**src/rtl/wbscope_pkg.sv**
```systemverilog
// Shared types and register constants for the wbscope capture reader.
package wbscope_pkg;

  typedef enum logic [2:0] {
    StIdle,
    StRstWr,
    StArmWr,
    StWaitTrig,
    StRdBus,
    StRdOut
  } wbscope_state_e;

  localparam logic        AddrCtrl    = 1'b0;
  localparam logic        AddrData    = 1'b1;
  localparam logic [31:0] CtrlReset   = 32'h0000_0000;
  localparam logic [31:0] CtrlNoReset = 32'h8000_0000;

  // Control word that re-arms the scope without resetting it.
  function automatic logic [31:0] arm_word(input logic [19:0] holdoff);
    return CtrlNoReset | {12'h0, holdoff};
  endfunction

endpackage

```
**src/rtl/wbscope_reader_if.sv**
```systemverilog
// Wishbone master and sample-stream signals between the reader and the scope/sink side.
interface wbscope_reader_if;
  logic        o_wb_cyc;
  logic        o_wb_stb;
  logic        o_wb_we;
  logic        o_wb_addr;
  logic [31:0] o_wb_data;
  logic        i_wb_ack;
  logic        i_wb_stall;
  logic [31:0] i_wb_data;
  logic        i_scope_int;
  logic        o_sample_valid;
  logic [31:0] o_sample;
  logic        o_sample_last;
  logic        i_sample_ready;

  modport master (
    output o_wb_cyc, o_wb_stb, o_wb_we, o_wb_addr, o_wb_data,
    input  i_wb_ack, i_wb_stall, i_wb_data, i_scope_int,
    output o_sample_valid, o_sample, o_sample_last,
    input  i_sample_ready
  );

  modport slave (
    input  o_wb_cyc, o_wb_stb, o_wb_we, o_wb_addr, o_wb_data,
    output i_wb_ack, i_wb_stall, i_wb_data, i_scope_int,
    input  o_sample_valid, o_sample, o_sample_last,
    output i_sample_ready
  );
endinterface

```
**src/rtl/wbscope_wbm_single.sv**
```systemverilog
// Single outstanding Wishbone transaction: strobe until accepted, cycle until acked.
module wbscope_wbm_single (
  input  logic        clk_i,
  input  logic        rst_ni,
  input  logic        req_i,
  input  logic        abort_i,
  input  logic        we_i,
  input  logic        addr_i,
  input  logic [31:0] data_i,
  output logic        done_o,
  output logic [31:0] rdata_o,
  output logic        wb_cyc_o,
  output logic        wb_stb_o,
  output logic        wb_we_o,
  output logic        wb_addr_o,
  output logic [31:0] wb_data_o,
  input  logic        wb_ack_i,
  input  logic        wb_stall_i,
  input  logic [31:0] wb_data_i
);

  logic        cyc_d, cyc_q;
  logic        stb_d, stb_q;
  logic        we_d, we_q;
  logic        addr_d, addr_q;
  logic [31:0] data_d, data_q;

  always_comb begin
    cyc_d  = cyc_q;
    stb_d  = stb_q;
    we_d   = we_q;
    addr_d = addr_q;
    data_d = data_q;
    if (abort_i) begin
      cyc_d = 1'b0;
      stb_d = 1'b0;
    end else if (cyc_q) begin
      if (!wb_stall_i) stb_d = 1'b0;
      if (wb_ack_i) begin
        cyc_d = 1'b0;
        stb_d = 1'b0;
      end
    end else if (req_i) begin
      cyc_d  = 1'b1;
      stb_d  = 1'b1;
      we_d   = we_i;
      addr_d = addr_i;
      data_d = data_i;
    end
  end

  always_ff @(posedge clk_i or negedge rst_ni) begin
    if (!rst_ni) begin
      cyc_q  <= 1'b0;
      stb_q  <= 1'b0;
      we_q   <= 1'b0;
      addr_q <= 1'b0;
      data_q <= 32'h0;
    end else begin
      cyc_q  <= cyc_d;
      stb_q  <= stb_d;
      we_q   <= we_d;
      addr_q <= addr_d;
      data_q <= data_d;
    end
  end

  // Acks outside a cycle are ignored; done is seen in the ack cycle itself.
  assign done_o    = cyc_q & wb_ack_i & ~abort_i;
  assign rdata_o   = wb_data_i;
  assign wb_cyc_o  = cyc_q;
  assign wb_stb_o  = stb_q;
  assign wb_we_o   = we_q;
  assign wb_addr_o = addr_q;
  assign wb_data_o = data_q;

endmodule

```
**src/rtl/wbscope_reader.sv**
```systemverilog
// Resets and arms a wbscope, waits for its trigger, then streams out the captured buffer.
module wbscope_reader
  import wbscope_pkg::*;
#(
  parameter int unsigned LGMEM   = 6,
  parameter logic [19:0] HOLDOFF = 20'd16,
  parameter logic [31:0] TIMEOUT = 32'd0
) (
  input  logic             i_clk,
  input  logic             i_rst_n,
  input  logic             i_start,
  input  logic             i_abort,
  output logic             o_busy,
  output logic             o_done,
  output logic             o_err,
  wbscope_reader_if.master bus
);

  localparam logic [LGMEM-1:0] LastIdx = '1;

  wbscope_state_e   state_q;
  logic [LGMEM-1:0] rd_cnt_q;
  logic [31:0]      tmo_cnt_q;
  logic [31:0]      sample_q;
  logic             sample_valid_q, sample_last_q, done_q, err_q;

  logic        abort;
  logic        req, we, addr;
  logic [31:0] wdata, rdata;
  logic        wb_done;

  assign abort = i_abort & (state_q != StIdle);

  always_comb begin
    req   = 1'b0;
    we    = 1'b0;
    addr  = AddrCtrl;
    wdata = 32'h0;
    unique case (state_q)
      StRstWr: begin
        req   = 1'b1;
        we    = 1'b1;
        wdata = CtrlReset;
      end
      StArmWr: begin
        req   = 1'b1;
        we    = 1'b1;
        wdata = arm_word(HOLDOFF);
      end
      StRdBus: begin
        req  = 1'b1;
        addr = AddrData;
      end
      default: ;
    endcase
  end

  wbscope_wbm_single u_wbm (
    .clk_i      (i_clk),
    .rst_ni     (i_rst_n),
    .req_i      (req),
    .abort_i    (abort),
    .we_i       (we),
    .addr_i     (addr),
    .data_i     (wdata),
    .done_o     (wb_done),
    .rdata_o    (rdata),
    .wb_cyc_o   (bus.o_wb_cyc),
    .wb_stb_o   (bus.o_wb_stb),
    .wb_we_o    (bus.o_wb_we),
    .wb_addr_o  (bus.o_wb_addr),
    .wb_data_o  (bus.o_wb_data),
    .wb_ack_i   (bus.i_wb_ack),
    .wb_stall_i (bus.i_wb_stall),
    .wb_data_i  (bus.i_wb_data)
  );

  always_ff @(posedge i_clk or negedge i_rst_n) begin
    if (!i_rst_n) begin
      state_q        <= StIdle;
      rd_cnt_q       <= '0;
      tmo_cnt_q      <= 32'h0;
      sample_q       <= 32'h0;
      sample_valid_q <= 1'b0;
      sample_last_q  <= 1'b0;
      done_q         <= 1'b0;
      err_q          <= 1'b0;
    end else begin
      done_q <= 1'b0;
      err_q  <= 1'b0;
      if (abort) begin
        state_q        <= StIdle;
        sample_valid_q <= 1'b0;
        sample_last_q  <= 1'b0;
      end else begin
        unique case (state_q)
          StIdle: if (i_start) state_q <= StRstWr;
          StRstWr: if (wb_done) state_q <= StArmWr;
          StArmWr: begin
            if (wb_done) begin
              state_q   <= StWaitTrig;
              tmo_cnt_q <= 32'h0;
            end
          end
          StWaitTrig: begin
            if (bus.i_scope_int) begin
              state_q  <= StRdBus;
              rd_cnt_q <= '0;
            end else if (TIMEOUT != 32'd0) begin
              if (tmo_cnt_q == TIMEOUT - 32'd1) begin
                err_q   <= 1'b1;
                state_q <= StIdle;
              end else begin
                tmo_cnt_q <= tmo_cnt_q + 32'd1;
              end
            end
          end
          StRdBus: begin
            if (wb_done) begin
              sample_q       <= rdata;
              sample_valid_q <= 1'b1;
              sample_last_q  <= (rd_cnt_q == LastIdx);
              state_q        <= StRdOut;
            end
          end
          StRdOut: begin
            if (bus.i_sample_ready) begin
              sample_valid_q <= 1'b0;
              sample_last_q  <= 1'b0;
              // Terminal compare rather than wrap: the counter stops at the last word.
              if (rd_cnt_q == LastIdx) begin
                done_q  <= 1'b1;
                state_q <= StIdle;
              end else begin
                rd_cnt_q <= rd_cnt_q + 1'b1;
                state_q  <= StRdBus;
              end
            end
          end
          default: state_q <= StIdle;
        endcase
      end
    end
  end

  assign o_busy             = (state_q != StIdle);
  assign o_done             = done_q;
  assign o_err              = err_q;
  assign bus.o_sample_valid = sample_valid_q;
  assign bus.o_sample       = sample_q;
  assign bus.o_sample_last  = sample_last_q;

endmodule

```
**src/flat_wrapper.sv**
```systemverilog
// flat-port wrapper written by rule: the top's interface ports become plain ports
module wbscope_reader_flat import wbscope_pkg::*;
#(
  parameter int unsigned LGMEM   = 6,
  parameter logic [19:0] HOLDOFF = 20'd16,
  parameter logic [31:0] TIMEOUT = 32'd0
)
  (i_clk, i_rst_n, i_start, i_abort, o_busy, o_done, o_err, bus_o_wb_cyc, bus_o_wb_stb, bus_o_wb_we, bus_o_wb_addr, bus_o_wb_data, bus_i_wb_ack, bus_i_wb_stall, bus_i_wb_data, bus_i_scope_int, bus_o_sample_valid, bus_o_sample, bus_o_sample_last, bus_i_sample_ready);
  wbscope_reader_if bus_i ();
  input  logic i_clk;
  input  logic i_rst_n;
  input  logic i_start;
  input  logic i_abort;
  output logic o_busy;
  output logic o_done;
  output logic o_err;
  output wire logic [$bits(bus_i.o_wb_cyc)-1:0] bus_o_wb_cyc;
  output wire logic [$bits(bus_i.o_wb_stb)-1:0] bus_o_wb_stb;
  output wire logic [$bits(bus_i.o_wb_we)-1:0] bus_o_wb_we;
  output wire logic [$bits(bus_i.o_wb_addr)-1:0] bus_o_wb_addr;
  output wire logic [$bits(bus_i.o_wb_data)-1:0] bus_o_wb_data;
  input wire logic [$bits(bus_i.i_wb_ack)-1:0] bus_i_wb_ack;
  input wire logic [$bits(bus_i.i_wb_stall)-1:0] bus_i_wb_stall;
  input wire logic [$bits(bus_i.i_wb_data)-1:0] bus_i_wb_data;
  input wire logic [$bits(bus_i.i_scope_int)-1:0] bus_i_scope_int;
  output wire logic [$bits(bus_i.o_sample_valid)-1:0] bus_o_sample_valid;
  output wire logic [$bits(bus_i.o_sample)-1:0] bus_o_sample;
  output wire logic [$bits(bus_i.o_sample_last)-1:0] bus_o_sample_last;
  input wire logic [$bits(bus_i.i_sample_ready)-1:0] bus_i_sample_ready;
  assign bus_o_wb_cyc = bus_i.o_wb_cyc;
  assign bus_o_wb_stb = bus_i.o_wb_stb;
  assign bus_o_wb_we = bus_i.o_wb_we;
  assign bus_o_wb_addr = bus_i.o_wb_addr;
  assign bus_o_wb_data = bus_i.o_wb_data;
  assign bus_i.i_wb_ack = bus_i_wb_ack;
  assign bus_i.i_wb_stall = bus_i_wb_stall;
  assign bus_i.i_wb_data = bus_i_wb_data;
  assign bus_i.i_scope_int = bus_i_scope_int;
  assign bus_o_sample_valid = bus_i.o_sample_valid;
  assign bus_o_sample = bus_i.o_sample;
  assign bus_o_sample_last = bus_i.o_sample_last;
  assign bus_i.i_sample_ready = bus_i_sample_ready;
  wbscope_reader #(.LGMEM(LGMEM), .HOLDOFF(HOLDOFF), .TIMEOUT(TIMEOUT)) u_core (.i_clk(i_clk), .i_rst_n(i_rst_n), .i_start(i_start), .i_abort(i_abort), .o_busy(o_busy), .o_done(o_done), .o_err(o_err), .bus(bus_i));
endmodule
```
**config.mk**
```make
export PLATFORM = sky130hd
export DESIGN_NAME = wbscope_reader_flat
export DESIGN_NICKNAME = d
export VERILOG_FILES = /design/src/rtl/wbscope_pkg.sv /design/src/rtl/wbscope_reader_if.sv /design/src/rtl/wbscope_wbm_single.sv /design/src/rtl/wbscope_reader.sv /design/src/flat_wrapper.sv
export SDC_FILE = /design/constraint.sdc
export NUM_CORES = 1
export LEC_CHECK = 0
export ABC_AREA = 1
export ABC_CLOCK_PERIOD_IN_PS = 1700
export BUFFER_PORTS_ARGS = -buffer_cell sky130_fd_sc_hd__clkbuf_2
export CORE_ASPECT_RATIO = 0.9
export CORE_UTILIZATION = 49
export CTS_BUF_LIST = sky130_fd_sc_hd__clkbuf_8
export CTS_CLUSTER_DIAMETER = 100
export DETAILED_ROUTE_END_ITERATION = 7
export MAX_ROUTING_LAYER = met4
export PLACE_DENSITY = 0.85
export SLEW_MARGIN = 0
export SYNTH_ARGS = -nofsm -noshare
export SYNTH_HDL_FRONTEND = slang
export SYNTH_HIERARCHICAL = 1
export SYNTH_SLANG_ARGS = --single-unit
```
**constraint.sdc**
```tcl
create_clock -name i_clk -period 1.7 [get_ports i_clk]
set_input_delay 0.255 -clock i_clk [delete_from_list [all_inputs] [get_ports i_clk]]
set_output_delay 0.255 -clock i_clk [all_outputs]
set_load 0.03 [all_outputs]
```
==> results.tsv, run 1 <==
stage	metric	value	unit
setup_path	CP Class	reg -> reg	
power_and_ir_drop	PD cells	1910	nW/µm²
timing	Final Max Slew Viols	0	
routing	Routed Antenna Nets	0	
placed_design	Post-DP HPWL	5490	µm
layout	Core Util, Final	0.629	
timing	Worst Clk Skew	0.00771	ns
logic_synthesis	synthesized area per cell	8.39	µm²
placed_design	placed cell count	642	
routing	drt pass-1 iters	4	
cts	# H-tree levels	3	
logic_synthesis	synth warn	6	
layout	ant diodes	0	
logic_synthesis	sequential share of the synthesized area	0.534	
setup_path	Worst EP arrival	1.87	ns
logic_synthesis	Post-Synthesis Cell Area	3750	µm²
logic_synthesis	Synth top area share	0.534	
layout	synthesis-to-finish area growth	21.1	%
cts	Sink Count	80	
hold_path	Hold Path Origin	bus_i_wb_data[1]	
flow_run	MaxCap Viol Count	0	
cts	root buffer cell	clkbuf_8	
cts	clk slew on worst S/H paths	0.08	ns
routing	final wirelength	7840	µm
setup_path	crit end category	register	
layout	layout cells sized above 1	0.280	
hold_path	Worst Hold Class	in -> reg	
floorplan	die height	85.0	µm
setup_path	crit path from	u_core/state_q[1]$_DFFE_PN0P_	
cts	Skew-Pair Late Insertion Delay	0.35	ns
setup_path	Worst setup SP type	register	
routing	drt initial violations	118	
global_routing	initial antenna violation count	0	
routing	Avg WL per Cell	11.9	µm
floorplan	die area	8010	µm²
cts	TritonCTS Buffers	9	
layout	highest-count cells in the layout ignoring fill and taps	nand2_1, clkbuf_2, dfrtp_1	
cts	CTS Buffer Depth	2	
logic_synthesis	Netlist cell types	27	
floorplan	Initial Utilization	0.519	
power_and_ir_drop	VDD IR max	0.795	mV
setup_path	RR Startpoint	u_core/state_q[1]$_DFFE_PN0P_	
logic_synthesis	Synth area leaders	dfrtp_1, nand2_1, buf_4, nand3_1, buf_6	
setup_path	worst-path fanout max	32	
layout	Layout Nets	605	
placed_design	I/O Buffers	111	
routing	drt drc	0	
timing	fmax	0.632	GHz
logic_synthesis	post-synthesis sequential element count	80	
global_routing	total track usage	0.216	
timing	number of endpoints failing setup at the final stage	0	
logic_synthesis	cell taking the most area after synthesis	dfrtp_1	
floorplan	Placement Rows	29	
layout	layout filler cell count	621	
placed_design	placer congestion estimate	0.892	
timing	fin crit period	1.58	ns
timing	RSZ-0062 raised after global routing	true	
layout	register area	2000	µm²
layout	area taken by multi-input logic gates	1440	µm²
timing	Final Hold Vio Count	0	
global_routing	global-route wire length before repair	13100	µm
global_routing	pin count of the biggest net entering global routing	40	
status	status	finished clean	
routing	routed vias/inst	4.64	
layout	leading cell type in the layout, fill and taps excluded	nand2_1	
setup_path	WP data required	1.99	ns
cts	CTS tree	built	
setup_path	flop2flop setup slack	0.12	ns
timing	Tcrit/Tclk final	0.931	
floorplan	die width	94.2	µm
floorplan	# IOs	113	
global_routing	number of global-route vias before repair	2900	
logic_synthesis	post-synthesis cell count	447	
power_and_ir_drop	leakage	2.72	nW
layout	Layout Cells excl Fill	661	
global_routing	total global routing overflow	0	
floorplan	Core Box Area	7220	µm²
routing	vias	3070	
-- sequential cells by signal, summed over array words and instances, names as in the netlist --
name                       cells
u_core/bus.o_sample           32
u_core/u_wbm/wb_data_o        32
u_core/rd_cnt_q                6
u_core/state_q                 3
u_core/bus.o_sample_last       1
u_core/bus.o_sample_valid      1
u_core/o_done                  1
u_core/u_wbm/wb_addr_o         1
u_core/u_wbm/wb_cyc_o          1
u_core/u_wbm/wb_stb_o          1
u_core/u_wbm/wb_we_o           1
-- worst max-delay path, cell delays in order (launching register included) --
cell     delay, ns
dfrtp_2       0.46
nor2_4        0.17
nand2_4       0.08
nand2_4       0.06
inv_1         0.05
nor2_2        0.19
nand3_4       0.11
inv_2         0.08
buf_12        0.17
nand2_1       0.07
nand2_1       0.07
-- timing repair --
item | 4_1_cts | 5_1_grt
endpoints found under the hold margin | 17 | 0
buffers inserted | 0 | 3
hold buffers | 1 | 0
gates resized for setup | 0 | 8
setup endpoints to repair | 0 | 79
-- worst paths after layout --
kind,to,depth (start not counted)
setup / recovery,u_core/bus.o_sample[2]$_DFFE_PN0P_,10
hold / removal,u_core/bus.o_sample[1]$_DFFE_PN0P_,3
hold reg to reg,u_core/u_wbm/wb_data_o[20]$_DFFE_PN0P_,2
min in group asynchronous,u_core/u_wbm/wb_data_o[1]$_DFFE_PN0P_,2
max in group asynchronous,u_core/bus.o_sample[24]$_DFFE_PN0P_,3
setup reg to reg,u_core/bus.o_sample[2]$_DFFE_PN0P_,10
-- synthesized netlist by cell type --
library cell,count
a21oi_1,1
conb_1,1
nand2_4,2
nand4_1,5
inv_2,2
o21ai_2,1
buf_4,36
nand2_1,213
nand3_4,1
nor3_1,1
nor4_1,1
o21ai_0,3
nand3b_1,1
o21bai_1,1
ha_1,1
inv_1,18
nand2_2,3
nor2_2,2
nand3_2,1
nor3b_1,2
nand3_1,45
nor2_4,1
buf_2,7
nor2_1,10
dfrtp_1,80
nor3_4,1
buf_6,7
-- cell type report --
type,count,share of cell area
Clock buffer,10,0.0303
Clock inverter,5,0.0127
Inverter,20,0.0165
Multi-Input combinational cell,327,0.316
Sequential cell,80,0.441
Tap cell,93,0.0256
Timing Repair Buffer,126,0.157
-- report_power, final --
part	switching (mW)	internal (mW)	leakage, nW
clock network	0.691	0.707	0.0904
logic	3.05	1.22	1.58
registers	0.423	2.57	1.05
total	4.16	4.50	2.72
-- cells by family after synthesis --
| kind of cell | count (synthesis) | share of synthesized area |
|---|---|---|
| compound gates | 6 | 0.00968 |
| simple gates | 289 | 0.330 |
| flops | 80 | 0.534 |
| fa+ha+maj | 1 | 0.00334 |
| buf+inv | 70 | 0.122 |
| other cells | 1 | 0.00100 |
-- through the flow --
step | hold slack [ns] | total power [mW] | instance area, µm² | setup TNS (ns) | setup WS, ns
2_1_floorplan | -0.0406 | 6.15 | 3870 | 0 | 0.0161
3_3_place_gp | 0.146 | 7.05 | 4280 | 0 | 0.0936
3_5_place_dp | 0.151 | 7.19 | 4280 | 0 | 0.0293
4_1_cts | 0.0748 | 8.61 | 4490 | 0 | 0.0172
5_1_grt | 0.0844 | 9.29 | 4540 | -0.00755 | -0.00755
6_report | 0.0920 | 8.66 | 4540 | 0 | 0.117
-- routing by layer --
metal,vias to the layer above,part of all wire,global-route usage
li1,1555,-,-
met1,1380,0.46,0.276
met2,125,0.46,0.335
met3,10,0.068,0.0582
met4,0,0.012,0.0671
met5,-,0,-
Note: power is estimated with default switching activity, not from simulation.
==> run 2, diff against run 1 <==
--- a/constraint.sdc
+++ b/constraint.sdc
@@ -3,2 +3,2 @@
 set_output_delay 0.255 -clock i_clk [all_outputs]
-set_load 0.03 [all_outputs]
+set_load 0.1 [all_outputs]
==> run 2 against run 1 <==
Net effect: count of clock-buffer cells in the layout increased by 1; fmax decreased by 3.3%; clock skew about the same; utilization increased by 0.55 points; critical path type unchanged; final area increased by 0.88%; non-clock buffer count increased by 1; highest routed layer unchanged; cell count increased by 0.30%; global-route usage increased by 0.54 points; setup slack got worse by 0.055 ns; first-iteration DRC count increased by 18%; sequential share of layout area decreased by 0.39 points; register-to-register slack got worse by 0.05 ns.
==> results.tsv, run 2 (synthesis gave the netlist of run 1 again) <==
stage	metric	value	unit
hold_path	Worst Hold Class	in -> reg	
layout	Layout Nets	606	
layout	area taken by multi-input logic gates	1450	µm²
cts	Sink Count	80	
setup_path	flop2flop setup slack	0.06	ns
hold_path	Hold Path Origin	bus_i_wb_data[29]	
cts	Skew-Pair Late Insertion Delay	0.35	ns
cts	clk slew on worst S/H paths	0.08	ns
timing	Slew headroom	0.628	
floorplan	die height	85.0	µm
routing	drt initial violations	139	
cts	TritonCTS Buffers	9	
timing	RSZ-0062 raised after global routing	true	
timing	fin worst setup slack	0.0620	ns
timing	Tcrit/Tclk final	0.964	
routing	drt pass-1 iters	4	
placed_design	Post-DP HPWL	5670	µm
layout	highest-count cells in the layout ignoring fill and taps	nand2_1, clkbuf_2, dfrtp_1	
placed_design	placer congestion estimate	0.880	
cts	CTS tree	built	
setup_path	Worst EP arrival	1.88	ns
placed_design	pre-CTS WS	0.0322	ns
placed_design	I/O Buffers	111	
routing	top routing layer in use	met4	
layout	leading cell type in the layout, fill and taps excluded	nand2_1	
global_routing	total track usage	0.221	
setup_path	Worst setup SP type	register	
global_routing	total global routing overflow	0	
layout	register area	2000	µm²
floorplan	# IOs	113	
timing	pin slew with the least headroom to its limit	0.560	ns
cts	root buffer cell	clkbuf_8	
setup_path	WP data required	1.94	ns
global_routing	number of global-route vias before repair	3041	
layout	layout cells sized above 1	0.281	
timing	Final Max Slew Viols	0	
global_routing	initial antenna violation count	0	
timing	Final Hold Vio Count	0	
setup_path	Worst R2R End	u_core/u_wbm/wb_data_o[5]$_DFFE_PN0P_	
routing	Avg WL per Cell	12.0	µm
layout	synthesis-to-finish area growth	22.2	%
routing	met3 wire len	510	µm
hold_path	Worst Hold Endpoint	u_core/bus.o_sample[29]$_DFFE_PN0P_	
routing	routed vias/inst	4.71	
routing	final wirelength	7930	µm
global_routing	global-route wire length before repair	13400	µm
global_routing	pin count of the biggest net entering global routing	36	
floorplan	die width	94.2	µm
hold_path	hold-critical path depth	3	
floorplan	die area	8010	µm²
layout	ant diodes	0	
status	status	finished clean	
cts	# H-tree levels	3	
floorplan	Placement Rows	29	
floorplan	Core Box Area	7220	µm²
timing	Min Hold Slack	0.0947	ns
timing	fin crit period	1.64	ns
layout	Finished Cell Area	4580	µm²
layout	Core Util, Final	0.634	
routing	wl on met1	3540	µm
routing	Routed Antenna Nets	0	
layout	layout filler cell count	637	
timing	Worst Clk Skew	0.00751	ns
flow_run	MaxCap Viol Count	0	
timing	number of endpoints failing setup at the final stage	0	
setup_path	R2R depth	9	
setup_path	worst-path fanout max	35	
floorplan	Initial Utilization	0.519	
cts	CTS Buffer Depth	2	
routing	drt drc	0	
setup_path	CP Class	reg -> reg	
setup_path	RR Startpoint	u_core/state_q[0]$_DFFE_PN0P_	
routing	vias	3124	
routing	WL met2	3780	µm
timing	fmax	0.611	GHz
setup_path	crit end category	register	
placed_design	Placement Cell Area	4320	µm²
## run 2: timing repair
| action | CTS | global route |
|---|---|---|
| hold buffers | 1 | 0 |
| hold endpoints to repair | 26 | 0 |
| gates resized for setup | 0 | 6 |
| endpoints found under the setup margin | 0 | 67 |
| buffers inserted | 0 | 2 |
## run 2: layer usage
| metal | global-route usage | vias up |
|---|---|---|
| met2 | 0.348 | 111 |
| met5 | - | - |
| met4 | 0.0881 | 0 |
| met3 | 0.0591 | 9 |
| met1 | 0.271 | 1448 |
| li1 | - | 1556 |
## run 2: cell type report
class | count | area share
tap | 93 | 0.0254
multi-input combinational | 327 | 0.316
sequential | 80 | 0.438
clock inverter | 5 | 0.0123
timing repair buffer | 127 | 0.159
inverter | 20 | 0.0164
clock buffer | 11 | 0.0331
## run 2: worst max path at each step
| stage | start | to | slack [ns] | cells past startpoint |
|---|---|---|---|---|
| 3_5_place_dp | u_core/state_q[0]$_DFFE_PN0P_ | u_core/u_wbm/wb_data_o[5]$_DFFE_PN0P_ | 0.03 | 9 |
| 4_1_cts | u_core/state_q[0]$_DFFE_PN0P_ | u_core/u_wbm/wb_data_o[14]$_DFFE_PN0P_ | 0.02 | 9 |
| 2_1_floorplan | u_core/state_q[1]$_DFFE_PN0P_ | u_core/bus.o_sample[0]$_DFFE_PN0P_ | -0.06 | 9 |
| 6_report | u_core/state_q[0]$_DFFE_PN0P_ | u_core/u_wbm/wb_data_o[5]$_DFFE_PN0P_ | 0.06 | 9 |
| 3_3_place_gp | u_core/state_q[0]$_DFFE_PN0P_ | u_core/u_wbm/wb_addr_o$_DFFE_PN0P_ | 0.12 | 9 |
| 5_1_grt | u_core/state_q[0]$_DFFE_PN0P_ | u_core/u_wbm/wb_data_o[18]$_DFFE_PN0P_ | -0.04 | 9 |
## run 2: through the flow
stage	std cells	setup TNS, ns
after floorplan	477	-3.29
after global placement	644	0
after detailed placement	644	0
after CTS	661	0
after global routing	663	-0.445
final	663	0
## run 2: critical path: stages (launching register included)
cell	delay, ns
dfrtp_2	0.45
nor2_4	0.17
nand2_8	0.07
nand2_4	0.07
inv_1	0.10
buf_4	0.17
nor2_4	0.16
nand2_8	0.16
nand2_1	0.11
nand2_1	0.06
Power of run 2 is not shown: default switching activity piles up to over one toggle a cycle in this logic, so the estimate is an artifact.
